==> config.mk <==
export PLATFORM = sky130hd
export DESIGN_NAME = alu_muldiv_seq_flat
export DESIGN_NICKNAME = d
export VERILOG_FILES = /design/src/rtl/alu_muldiv_seq_pkg.sv /design/src/rtl/alu_muldiv_seq_if.sv /design/src/rtl/muldiv_iter_core.sv /design/src/rtl/alu_muldiv_seq.sv /design/src/flat_wrapper.sv
export SDC_FILE = /design/constraint.sdc
export NUM_CORES = 1
export LEC_CHECK = 0
export ABC_CLOCK_PERIOD_IN_PS = 7000
export CORE_UTILIZATION = 34
export DETAILED_ROUTE_END_ITERATION = 6
export GPL_ROUTABILITY_DRIVEN = 0
export PLACE_DENSITY_LB_ADDON = 0.05
export REMOVE_ABC_BUFFERS = 1
export SKIP_CTS_REPAIR_TIMING = 1
export SLEW_MARGIN = 40
export SYNTH_ARGS = -nofsm -noshare
export SYNTH_HDL_FRONTEND = slang
export SYNTH_SLANG_ARGS = --single-unit
==> constraint.sdc <==
create_clock -name Clk_in -period 7 [get_ports Clk_in]
set_input_delay 0.7 -clock Clk_in [delete_from_list [all_inputs] [get_ports Clk_in]]
set_output_delay 0.7 -clock Clk_in [all_outputs]
set_load 0.005 [all_outputs]
==> src/rtl/alu_muldiv_seq_pkg.sv <==
// Shared definitions for the HI/LO multiply/divide unit.
// Contents: MIPS funct codes of the HI/LO group and the sequencer state encoding.
package alu_muldiv_seq_pkg;

   localparam logic [5:0] FUNCT_MFHI  = 6'b010000;
   localparam logic [5:0] FUNCT_MTHI  = 6'b010001;
   localparam logic [5:0] FUNCT_MFLO  = 6'b010010;
   localparam logic [5:0] FUNCT_MTLO  = 6'b010011;
   localparam logic [5:0] FUNCT_MULT  = 6'b011000;
   localparam logic [5:0] FUNCT_MULTU = 6'b011001;
   localparam logic [5:0] FUNCT_DIV   = 6'b011010;
   localparam logic [5:0] FUNCT_DIVU  = 6'b011011;

   typedef enum logic [1:0] {
      StIdle = 2'd0,
      StMul  = 2'd1,
      StDiv  = 2'd2,
      StFix  = 2'd3
   } muldiv_state_e;

endpackage

==> src/rtl/alu_muldiv_seq_if.sv <==
// Request/response bundle between the EX-stage ALU datapath and the HI/LO unit.
// master: drives Start_in/Func_in/A_in/B_in, observes results and handshake.
// slave : the HI/LO unit side.
interface alu_muldiv_seq_if #(
   parameter int unsigned WIDTH = 32
);
   logic             Start_in;
   logic [5:0]       Func_in;
   logic [WIDTH-1:0] A_in;
   logic [WIDTH-1:0] B_in;
   logic [WIDTH-1:0] O_out;
   logic [WIDTH-1:0] Hi_out;
   logic [WIDTH-1:0] Lo_out;
   logic             Busy_out;
   logic             Done_out;
   logic             DivZero_out;

   modport master (
      output Start_in, Func_in, A_in, B_in,
      input  O_out, Hi_out, Lo_out, Busy_out, Done_out, DivZero_out
   );

   modport slave (
      input  Start_in, Func_in, A_in, B_in,
      output O_out, Hi_out, Lo_out, Busy_out, Done_out, DivZero_out
   );
endinterface

==> src/rtl/muldiv_iter_core.sv <==
// One-bit-per-clock unsigned shift-add multiplier / restoring divider.
// Ports: i_clk/i_rst (sync, active-high), i_load latches i_a (multiplier or
// dividend, low half) and i_b (multiplicand or divisor) and the mode i_div;
// i_step runs one iteration; o_last is high while the final iteration is due;
// o_hi/o_lo expose the 2*WIDTH shift register (product, or remainder/quotient).
module muldiv_iter_core #(
   parameter int unsigned WIDTH = 32
) (
   input  logic             i_clk,
   input  logic             i_rst,
   input  logic             i_load,
   input  logic             i_step,
   input  logic             i_div,
   input  logic [WIDTH-1:0] i_a,
   input  logic [WIDTH-1:0] i_b,
   output logic             o_last,
   output logic [WIDTH-1:0] o_hi,
   output logic [WIDTH-1:0] o_lo
);
   localparam int unsigned CNT_W = $clog2(WIDTH) + 1;

   logic [2*WIDTH-1:0] r_acc;
   logic [WIDTH-1:0]   r_opb;
   logic [CNT_W-1:0]   r_cnt;
   logic               r_div;

   logic [WIDTH:0]     w_mul_sum;
   logic [2*WIDTH-1:0] w_mul_next;
   logic [WIDTH:0]     w_rem_sh;
   logic [WIDTH:0]     w_diff;
   logic [2*WIDTH-1:0] w_div_next;

   // Multiply: add the multiplicand to the upper half when the multiplier LSB
   // is set, then shift the whole register right with the carry.
   assign w_mul_sum  = {1'b0, r_acc[2*WIDTH-1:WIDTH]} + (r_acc[0] ? {1'b0, r_opb} : '0);
   assign w_mul_next = {w_mul_sum, r_acc[WIDTH-1:1]};

   // Divide: shift left, trial-subtract; a borrow restores the old remainder.
   assign w_rem_sh   = r_acc[2*WIDTH-1:WIDTH-1];
   assign w_diff     = w_rem_sh - {1'b0, r_opb};
   assign w_div_next = w_diff[WIDTH] ? {w_rem_sh[WIDTH-1:0], r_acc[WIDTH-2:0], 1'b0}
                                     : {w_diff[WIDTH-1:0],   r_acc[WIDTH-2:0], 1'b1};

   always_ff @(posedge i_clk) begin
      if (i_rst) begin
         r_acc <= '0;
         r_opb <= '0;
         r_cnt <= '0;
         r_div <= 1'b0;
      end else if (i_load) begin
         r_acc <= {{WIDTH{1'b0}}, i_a};
         r_opb <= i_b;
         r_cnt <= CNT_W'(WIDTH);
         r_div <= i_div;
      end else if (i_step && (r_cnt != '0)) begin
         r_acc <= r_div ? w_div_next : w_mul_next;
         r_cnt <= r_cnt - 1'b1;
      end
   end

   assign o_last = (r_cnt == CNT_W'(1));
   assign o_hi   = r_acc[2*WIDTH-1:WIDTH];
   assign o_lo   = r_acc[WIDTH-1:0];

endmodule

==> src/rtl/alu_muldiv_seq.sv <==
// Multi-cycle HI/LO unit: mult, multu, div, divu, mfhi, mflo, mthi, mtlo.
// Ports: Clk_in (rising edge), Reset_in (sync, active-high), io_bus (slave
// modport): Start_in/Func_in/A_in/B_in request; O_out (mfhi/mflo result),
// Hi_out/Lo_out, Busy_out, Done_out (1-cycle pulse), DivZero_out.
// Signed ops iterate on magnitudes; the FIX state restores the signs before
// HI/LO are written, so HI/LO never show intermediate values.
module alu_muldiv_seq
   import alu_muldiv_seq_pkg::*;
#(
   parameter int unsigned WIDTH = 32
) (
   input logic                Clk_in,
   input logic                Reset_in,
   alu_muldiv_seq_if.slave    io_bus
);
   muldiv_state_e      r_state;
   logic [WIDTH-1:0]   r_o;
   logic [WIDTH-1:0]   r_hi;
   logic [WIDTH-1:0]   r_lo;
   logic               r_busy;
   logic               r_done;
   logic               r_dz;
   logic               r_is_mul;
   logic               r_neg_hi;
   logic               r_neg_lo;
   logic               r_fix_wr;
   logic [2*WIDTH-1:0] r_res;

   logic               w_is_mul;
   logic               w_is_div;
   logic               w_signed;
   logic               w_b_zero;
   logic [WIDTH-1:0]   w_abs_a;
   logic [WIDTH-1:0]   w_abs_b;
   logic               w_load;
   logic               w_step;
   logic               w_last;
   logic [WIDTH-1:0]   w_core_hi;
   logic [WIDTH-1:0]   w_core_lo;
   logic [2*WIDTH-1:0] w_fixed;

   assign w_is_mul = (io_bus.Func_in == FUNCT_MULT) || (io_bus.Func_in == FUNCT_MULTU);
   assign w_is_div = (io_bus.Func_in == FUNCT_DIV)  || (io_bus.Func_in == FUNCT_DIVU);
   assign w_signed = (io_bus.Func_in == FUNCT_MULT) || (io_bus.Func_in == FUNCT_DIV);
   assign w_b_zero = (io_bus.B_in == '0);
   assign w_abs_a  = (w_signed && io_bus.A_in[WIDTH-1]) ? -io_bus.A_in : io_bus.A_in;
   assign w_abs_b  = (w_signed && io_bus.B_in[WIDTH-1]) ? -io_bus.B_in : io_bus.B_in;

   assign w_load = (r_state == StIdle) && io_bus.Start_in &&
                   (w_is_mul || (w_is_div && !w_b_zero));
   assign w_step = (r_state == StMul) || (r_state == StDiv);

   muldiv_iter_core #(
      .WIDTH (WIDTH)
   ) u_core (
      .i_clk  (Clk_in),
      .i_rst  (Reset_in),
      .i_load (w_load),
      .i_step (w_step),
      .i_div  (w_is_div),
      .i_a    (w_abs_a),
      .i_b    (w_abs_b),
      .o_last (w_last),
      .o_hi   (w_core_hi),
      .o_lo   (w_core_lo)
   );

   // Product negates as one 2*WIDTH value; quotient and remainder separately.
   always_comb begin
      w_fixed = {w_core_hi, w_core_lo};
      if (r_is_mul) begin
         if (r_neg_lo) w_fixed = -{w_core_hi, w_core_lo};
      end else begin
         if (r_neg_hi) w_fixed[2*WIDTH-1:WIDTH] = -w_core_hi;
         if (r_neg_lo) w_fixed[WIDTH-1:0]       = -w_core_lo;
      end
   end

   always_ff @(posedge Clk_in) begin
      if (Reset_in) begin
         r_state  <= StIdle;
         r_o      <= '0;
         r_hi     <= '0;
         r_lo     <= '0;
         r_busy   <= 1'b0;
         r_done   <= 1'b0;
         r_dz     <= 1'b0;
         r_is_mul <= 1'b0;
         r_neg_hi <= 1'b0;
         r_neg_lo <= 1'b0;
         r_fix_wr <= 1'b0;
         r_res    <= '0;
      end else begin
         r_done <= 1'b0;
         r_dz   <= 1'b0;
         unique case (r_state)
            StIdle: begin
               if (io_bus.Start_in) begin
                  if (w_is_mul) begin
                     r_is_mul <= 1'b1;
                     r_neg_lo <= w_signed && (io_bus.A_in[WIDTH-1] ^ io_bus.B_in[WIDTH-1]);
                     r_neg_hi <= w_signed && (io_bus.A_in[WIDTH-1] ^ io_bus.B_in[WIDTH-1]);
                     r_busy   <= 1'b1;
                     r_state  <= StMul;
                  end else if (w_is_div) begin
                     if (w_b_zero) begin
                        r_done <= 1'b1;
                        r_dz   <= 1'b1;
                     end else begin
                        r_is_mul <= 1'b0;
                        r_neg_lo <= w_signed && (io_bus.A_in[WIDTH-1] ^ io_bus.B_in[WIDTH-1]);
                        r_neg_hi <= w_signed && io_bus.A_in[WIDTH-1];
                        r_busy   <= 1'b1;
                        r_state  <= StDiv;
                     end
                  end else begin
                     unique case (io_bus.Func_in)
                        FUNCT_MFHI: begin r_o  <= r_hi;       r_done <= 1'b1; end
                        FUNCT_MFLO: begin r_o  <= r_lo;       r_done <= 1'b1; end
                        FUNCT_MTHI: begin r_hi <= io_bus.A_in; r_done <= 1'b1; end
                        FUNCT_MTLO: begin r_lo <= io_bus.A_in; r_done <= 1'b1; end
                        default: ;
                     endcase
                  end
               end
            end
            StMul, StDiv: begin
               if (w_last) begin
                  r_state  <= StFix;
                  r_fix_wr <= 1'b0;
               end
            end
            StFix: begin
               // First FIX cycle applies signs, second commits to HI/LO.
               if (!r_fix_wr) begin
                  r_res    <= w_fixed;
                  r_fix_wr <= 1'b1;
               end else begin
                  r_hi     <= r_res[2*WIDTH-1:WIDTH];
                  r_lo     <= r_res[WIDTH-1:0];
                  r_busy   <= 1'b0;
                  r_done   <= 1'b1;
                  r_fix_wr <= 1'b0;
                  r_state  <= StIdle;
               end
            end
            default: r_state <= StIdle;
         endcase
      end
   end

   assign io_bus.O_out       = r_o;
   assign io_bus.Hi_out      = r_hi;
   assign io_bus.Lo_out      = r_lo;
   assign io_bus.Busy_out    = r_busy;
   assign io_bus.Done_out    = r_done;
   assign io_bus.DivZero_out = r_dz;

endmodule

==> src/flat_wrapper.sv <==
// flat-port wrapper written by rule: the top's interface ports become plain ports
module alu_muldiv_seq_flat import alu_muldiv_seq_pkg::*;
#(
   parameter int unsigned WIDTH = 32
)
  (Clk_in, Reset_in, io_bus_Start_in, io_bus_Func_in, io_bus_A_in, io_bus_B_in, io_bus_O_out, io_bus_Hi_out, io_bus_Lo_out, io_bus_Busy_out, io_bus_Done_out, io_bus_DivZero_out);
  alu_muldiv_seq_if #(.WIDTH(WIDTH)) io_bus_i ();
  input logic Clk_in;
  input logic Reset_in;
  input wire logic [$bits(io_bus_i.Start_in)-1:0] io_bus_Start_in;
  input wire logic [$bits(io_bus_i.Func_in)-1:0] io_bus_Func_in;
  input wire logic [$bits(io_bus_i.A_in)-1:0] io_bus_A_in;
  input wire logic [$bits(io_bus_i.B_in)-1:0] io_bus_B_in;
  output wire logic [$bits(io_bus_i.O_out)-1:0] io_bus_O_out;
  output wire logic [$bits(io_bus_i.Hi_out)-1:0] io_bus_Hi_out;
  output wire logic [$bits(io_bus_i.Lo_out)-1:0] io_bus_Lo_out;
  output wire logic [$bits(io_bus_i.Busy_out)-1:0] io_bus_Busy_out;
  output wire logic [$bits(io_bus_i.Done_out)-1:0] io_bus_Done_out;
  output wire logic [$bits(io_bus_i.DivZero_out)-1:0] io_bus_DivZero_out;
  assign io_bus_i.Start_in = io_bus_Start_in;
  assign io_bus_i.Func_in = io_bus_Func_in;
  assign io_bus_i.A_in = io_bus_A_in;
  assign io_bus_i.B_in = io_bus_B_in;
  assign io_bus_O_out = io_bus_i.O_out;
  assign io_bus_Hi_out = io_bus_i.Hi_out;
  assign io_bus_Lo_out = io_bus_i.Lo_out;
  assign io_bus_Busy_out = io_bus_i.Busy_out;
  assign io_bus_Done_out = io_bus_i.Done_out;
  assign io_bus_DivZero_out = io_bus_i.DivZero_out;
  alu_muldiv_seq #(.WIDTH(WIDTH)) u_core (.Clk_in(Clk_in), .Reset_in(Reset_in), .io_bus(io_bus_i));
endmodule
### Yosys cells after proc, flatten, opt, wreduce, memory -nomap -nowiden

Cells that the tools add are included.

* add/sub/neg operators: 8
* equality and inequality tests: 22
* mux-type cells: 58
* bitwise logic cells: 6
* reductions and logical operators: 33

Operator list (number)
* 32-bit two-way mux: 17
* 64-bit two-way mux: 4
* 32-bit case mux with 2 select lines: 3
* 32-bit negation: 4
* 64-bit negation: 1
* 6-bit by 5-bit equality test with 1-bit output (second input constant): 8
* 32-bit by 32-bit adder with 33-bit output: 1
* 33-bit by 32-bit subtractor with 33-bit output: 1
* 32-bit zero test: 1
* 1-bit two-way mux: 22
* 5-bit AND reduction: 3
* 2-bit two-way mux: 6
* 6-bit two-way mux: 2
* 2-bit != test (second input constant): 6
* 6-bit AND reduction: 2
* 2-bit nonzero test: 5
* 1-bit logical AND: 7
* 6-bit by 1-bit equality test with 1-bit output (second input constant): 1
* 3-bit by 2-bit != test with 1-bit output (second input constant): 2
* 1-bit case mux with 2 select lines: 3
* 2-bit case mux with 3 select lines: 1
* 6-bit nonzero test: 1
* 6-bit by 1-bit subtractor with 6-bit output (second input constant): 1
* 1-bit logical OR: 5
* other kinds (12): 20

* bits in registers: 272
* bits of input ports: 73
* output and inout port bits: 99
* word-level logic and storage cells: 145

### Longest topological paths before layout

* depth after elaboration: 7
* depth in mapped cells: 14
* mapped depth without buffers: 12

### By module

A second synthesis with hierarchy kept.

* cell total of the unflattened synthesis: 2341
* area total of the unflattened synthesis: 18335.1 um^2

By module, submodules not included
* alu_muldiv_seq: instances 1, cells each 1225, area an instance 9696.8 um^2, seq. area each 3383.2 um^2
* muldiv_iter_core: instances 1, cells each 1116, area an instance 8638.3 um^2, seq. area each 2062.0 um^2

### Worst setup path before layout

OpenSTA, ideal clock, no wires.

* path type: register to register
* start point: register u_core.u_core.r_acc[31]
* end point: register u_core.u_core.r_acc[40]
* setup time: 116 ps
* arrival: 3480 ps
* required time: 6884 ps
* setup slack: 3404 ps
* stages on the path, launching flop included: 15
* path buffers: 2
* clock period less this slack: 3596 ps
* cell sequence: dfxtp_1 > inv_1 > ha_1 > fa_1 > nand2b_1 > a21oi_1 > o21ai_0 > a2111oi_0 > o32ai_1 > xnor2_1 > clkbuf_1 > buf_1 > mux2i_1 > a21oi_1 > a31o_2

* longest elaborated chain between the ends: 3

Ends and longest elaborated chain
* start, declared: line muldiv_iter_core.sv:22 `logic [2*WIDTH-1:0] r_acc;`
* start signal, assigned: line muldiv_iter_core.sv:51 `r_acc <= {{WIDTH{1'b0}}, i_a};`
* start signal, assigned: line muldiv_iter_core.sv:56 `r_acc <= r_div ? w_div_next : w_mul_next;`
* 33-bit by 32-bit subtractor with 33-bit output: line muldiv_iter_core.sv:40 `assign w_diff = w_rem_sh - {1'b0, r_opb};`
* 64-bit two-way mux: line muldiv_iter_core.sv:41 `assign w_div_next = w_diff[WIDTH] ? {w_rem_sh[WIDTH-1:0], r_acc[WIDTH-2:0], 1'b0}`
* 64-bit two-way mux: line muldiv_iter_core.sv:56

Every way passes these cells.
A chain may end at the register's enable or synchronous reset.

### Worst setup path after layout

* start point: register u_core.u_core.r_acc[31]
* end point: register u_core.u_core.r_acc[57]

The elaborated chain is that of the path after synthesis.

==> run_results.csv <==
group,metric,value,unit
run_status,status,"finished clean",
pwr,p_seq_share,23.1,%
worst_setup_path,critPathLaunch,"u_core.u_core.r_acc[31]",
synthesis,synth_cells,2313,
drt,drt_iter0_drc,954,
timing,fin_crit_sh,62.0,%
synthesis,yosysSeqAreaShare,30.6,%
clocking,insertion_delay,560,ps
synthesis,synth_cell_type_count,75,
timing,rsz0062_at_grt,"false",
drt,vias,17100,
worst_setup_path,reg2reg_to,"u_core.u_core.r_acc[57]",
clocking,cts.clk_slew.worst_paths,50,ps
place,dp.cells,3023,
finish,finalNonFillerCells,3089,
finish,antenna_cells,0,
synthesis,synthesis.area,17800,sq um
finish,multi_input_area,11500,sq um
clocking,clockRootBuffer,"clkbuf_16",
worst_setup_path,r2r-start,"u_core.u_core.r_acc[31]",
global_route,grt_pass1_wl,91.4,mm
floorplanning,rows,83,
synthesis,synthFlopType,"dfxtp_1",
timing,worst_slew_pin_slew,838,ps
clocking,cts_buffer_depth,3,
pwr,switching_share,43.4,%
timing,skew,19.1,ps
pwr,power,8.12,mW
timing,hold_viol,0,
pwr,leakagePower,7.35,nW
timing,setup_viol,0,
pwr,p_int,4.60,mW
synthesis,yosysWarnings,0,
global_route,antenna_found_initial,0,
timing,slew-limit-headroom,43.9,%
pwr,ir_worst_vdd,0.362,mV
clocking,clock-sinks,272,
worst_setup_path,path_class,"flip-flop to flip-flop",
synthesis,synth_edf_count,0,
drt,wl_per_cell,18.7,um
worst_hold_path,hold_path_depth,2,
worst_setup_path,crit_required,7430,ps
timing,final-max-slew-violation-count,0,
timing,fin_setup_tns,0,ps
floorplanning,start_util,34.5,%
drt,drc,0,
drt,via_per_inst,5.55,
pwr,power.share.clock,23.7,%
flow_run,max_cap_viol_count,0,
place,placed_cell_area,20000,sq um
floorplanning,io-pin-count,172,
pwr,power.density,382,nW/um^2
synthesis,synth_area_per_cell,7.69,sq um
finish,stdcell_area,21300,sq um
worst_setup_path,ff2ff_path_depth,13,
floorplanning,die_h,231,um
finish,n_fill_cell,5391,
worst_setup_path,r2r_slack,2660,ps
clocking,cts_inserted_buffers,37,
drt,routed_wl,57.8,mm
place,port_buffers,171,
worst_setup_path,path_max_fanout,11,
drt,drtPass1Iterations,5,
clocking,cts_tree,"built",
timing,fin_crit,4340,ps
worst_setup_path,cp-start-kind,"flip-flop",
worst_setup_path,end_kind,"flip-flop",
clocking,ctsHtreeMaxLevel,2,
finish,regArea,5450,sq um
global_route,track_usage,21.3,%
finish,drive_above_1_share,5.98,%
timing,fmax,231,MHz
finish,syn_to_final_growth,19.6,%
worst_setup_path,endpoint,"u_core.u_core.r_acc[57]",
floorplanning,die-area,53200,sq um
floorplanning,coreArea,51500,sq um
worst_setup_path,cp.arrival,4770,ps
global_route,grt_max_degree,86,
finish,final_core_util,41.3,%
synthesis,yosys_register_bits,272,
place,hpwl,42.7,mm
floorplanning,die_w,231,um
global_route,grt_pass1_vias,16000,
global_route,overflow,0,
pwr,p_comb_share,53.1,%
worst_hold_path,hp-class,"flip-flop to flip-flop",
finish,fin_nets,2529,
synthesis,async_flop_share,0,%
drt,ant_nets,0,
pwr,power_switching,3.52,mW
-- synthesized netlist by cell type, types with 3 or more instances --
master      n  area (sq um)
dfxtp_1   272          5450
clkbuf_1  157           589
a211o_1     3          26.3
mux2_2      9           101
a22oi_1     3          22.5
nor3_1     35           175
ha_1       72           901
inv_1      63           236
mux2i_1    46           460
o21a_1      5          37.5
a311oi_1   42           368
a21boi_0    4          30.0
nor2b_1    46           288
and2_1      9          56.3
nor4_1     19           119
or4_1      16           120
nand3_1    60           300
or2_2      13          81.3
o22ai_1     3          18.8
buf_1       9          33.8
nor3b_1     4          30.0
o41ai_1    16           140
a41oi_1     4          35.0
nand3b_1    7          52.6
o21ai_0   110           551
or3_1      19           119
a31o_2      3          26.3
nand4_1    21           131
a22o_1      4          35.0
xnor2_1    69           604
a21oi_1   205          1030
and3_1      6          37.5
o211ai_1   18           135
nor2_1    328          1230
o21bai_1    7          52.6
a21o_1     27           203
or4_4       3          33.8
a31oi_1    16           100
a221oi_1    7          61.3
and4_1      6          52.6
nand2b_1   14          87.6
a211oi_1  206          1550
xor2_1     96           841
o31ai_1    27           203
nand2_1   163           612
-- state kept, by name (all words and copies together) (netlist names), 2 cells and up --
| signal | flops |
|---|---|
| u_core.r_res | 64 |
| u_core.io_bus.O_out | 32 |
| u_core.u_core.r_cnt | 6 |
| u_core.u_core.r_opb | 32 |
| u_core.io_bus.Hi_out | 32 |
| u_core.io_bus.Lo_out | 32 |
| u_core.r_state | 2 |
| u_core.u_core.r_acc | 64 |
-- cell type report --
cell class | count | share of cell area [%]
multi-input cells | 1808 | 54.3
well taps | 680 | 4.00
clock inverters | 13 | 0.712
repair buffers | 200 | 9.20
flip-flops and latches | 272 | 25.6
inverters | 63 | 1.11
clock buffers | 53 | 5.11
-- cell usage in the layout (no fill, tap or decap), types with 46 or more instances in the layout --
cell type	instances
a211oi_1	206
a21oi_1	203
clkdlybuf4s50_1	169
dfxtp_1	271
ha_1	71
inv_1	62
mux2i_1	46
nand2_1	162
nand3_1	60
nor2_1	328
o21ai_0	110
xnor2_1	68
xor2_1	96
-- stage by stage --
step | hold WS [ps] | worst slack (ps)
after floorplan | 426 | -2330
after CTS | 458 | 2720
final | 453 | 2660
after global routing | 481 | 2500
after detailed placement | 449 | 2160
after global placement | 445 | 2200
-- worst min path at each step --
stage                             from                 endpoint  slack (ps)
2_1_floorplan  u_core.u_core.r_opb[30]  u_core.u_core.r_opb[30]         430
3_3_place_gp   u_core.u_core.r_opb[30]  u_core.u_core.r_opb[30]         440
3_5_place_dp           u_core.r_res[0]          u_core.r_res[0]         450
4_1_cts                u_core.r_res[0]          u_core.r_res[0]         460
5_1_grt               u_core.r_res[59]         u_core.r_res[59]         480
6_report               u_core.r_res[0]          u_core.r_res[0]         450
-- power by group through the flow --
stage	registers [mW]	clock network, mW	logic [mW]
floorplan	1.82	0	2.68
global placement	1.91	0	4.24
detailed placement	1.91	0	4.24
CTS	1.87	1.99	4.26
global route	1.89	2.06	4.70
finish	1.88	1.93	4.31
-- critical path, stage by stage, from the launching register on --
cell	delay, ps
dfxtp_1	440
inv_1	120
ha_1	250
fa_1	410
nand2b_1	180
a21oi_1	300
o21ai_0	270
a2111oi_0	580
o32ai_1	230
xnor2_2	620
buf_4	300
o21ai_0	100
a21o_1	200
a32o_1	230
-- cell families after synthesis --
logic type	count (synthesis)	synth area share, %
AO/OA/AOI/OAI	732	27.3
XOR/XNOR	165	8.13
adder cells (fa/ha/maj)	74	5.29
buffers and inverters	233	5.02
flip-flops	272	30.6
multiplexers	55	3.16
AND/OR/NAND/NOR	782	20.5
-- metal layers --
layer	vias to the layer above	routed length (um)	share of wire, %	GRT usage, %
li1	8614	-	-	-
met1	8015	27800	48	29.5
met2	420	26000	45	34.6
met3	85	2730	4.7	2.68
met4	0	1290	2.2	5.77
met5	-	0	0	0
No activity file was read; power rests on OpenSTA's default activity.
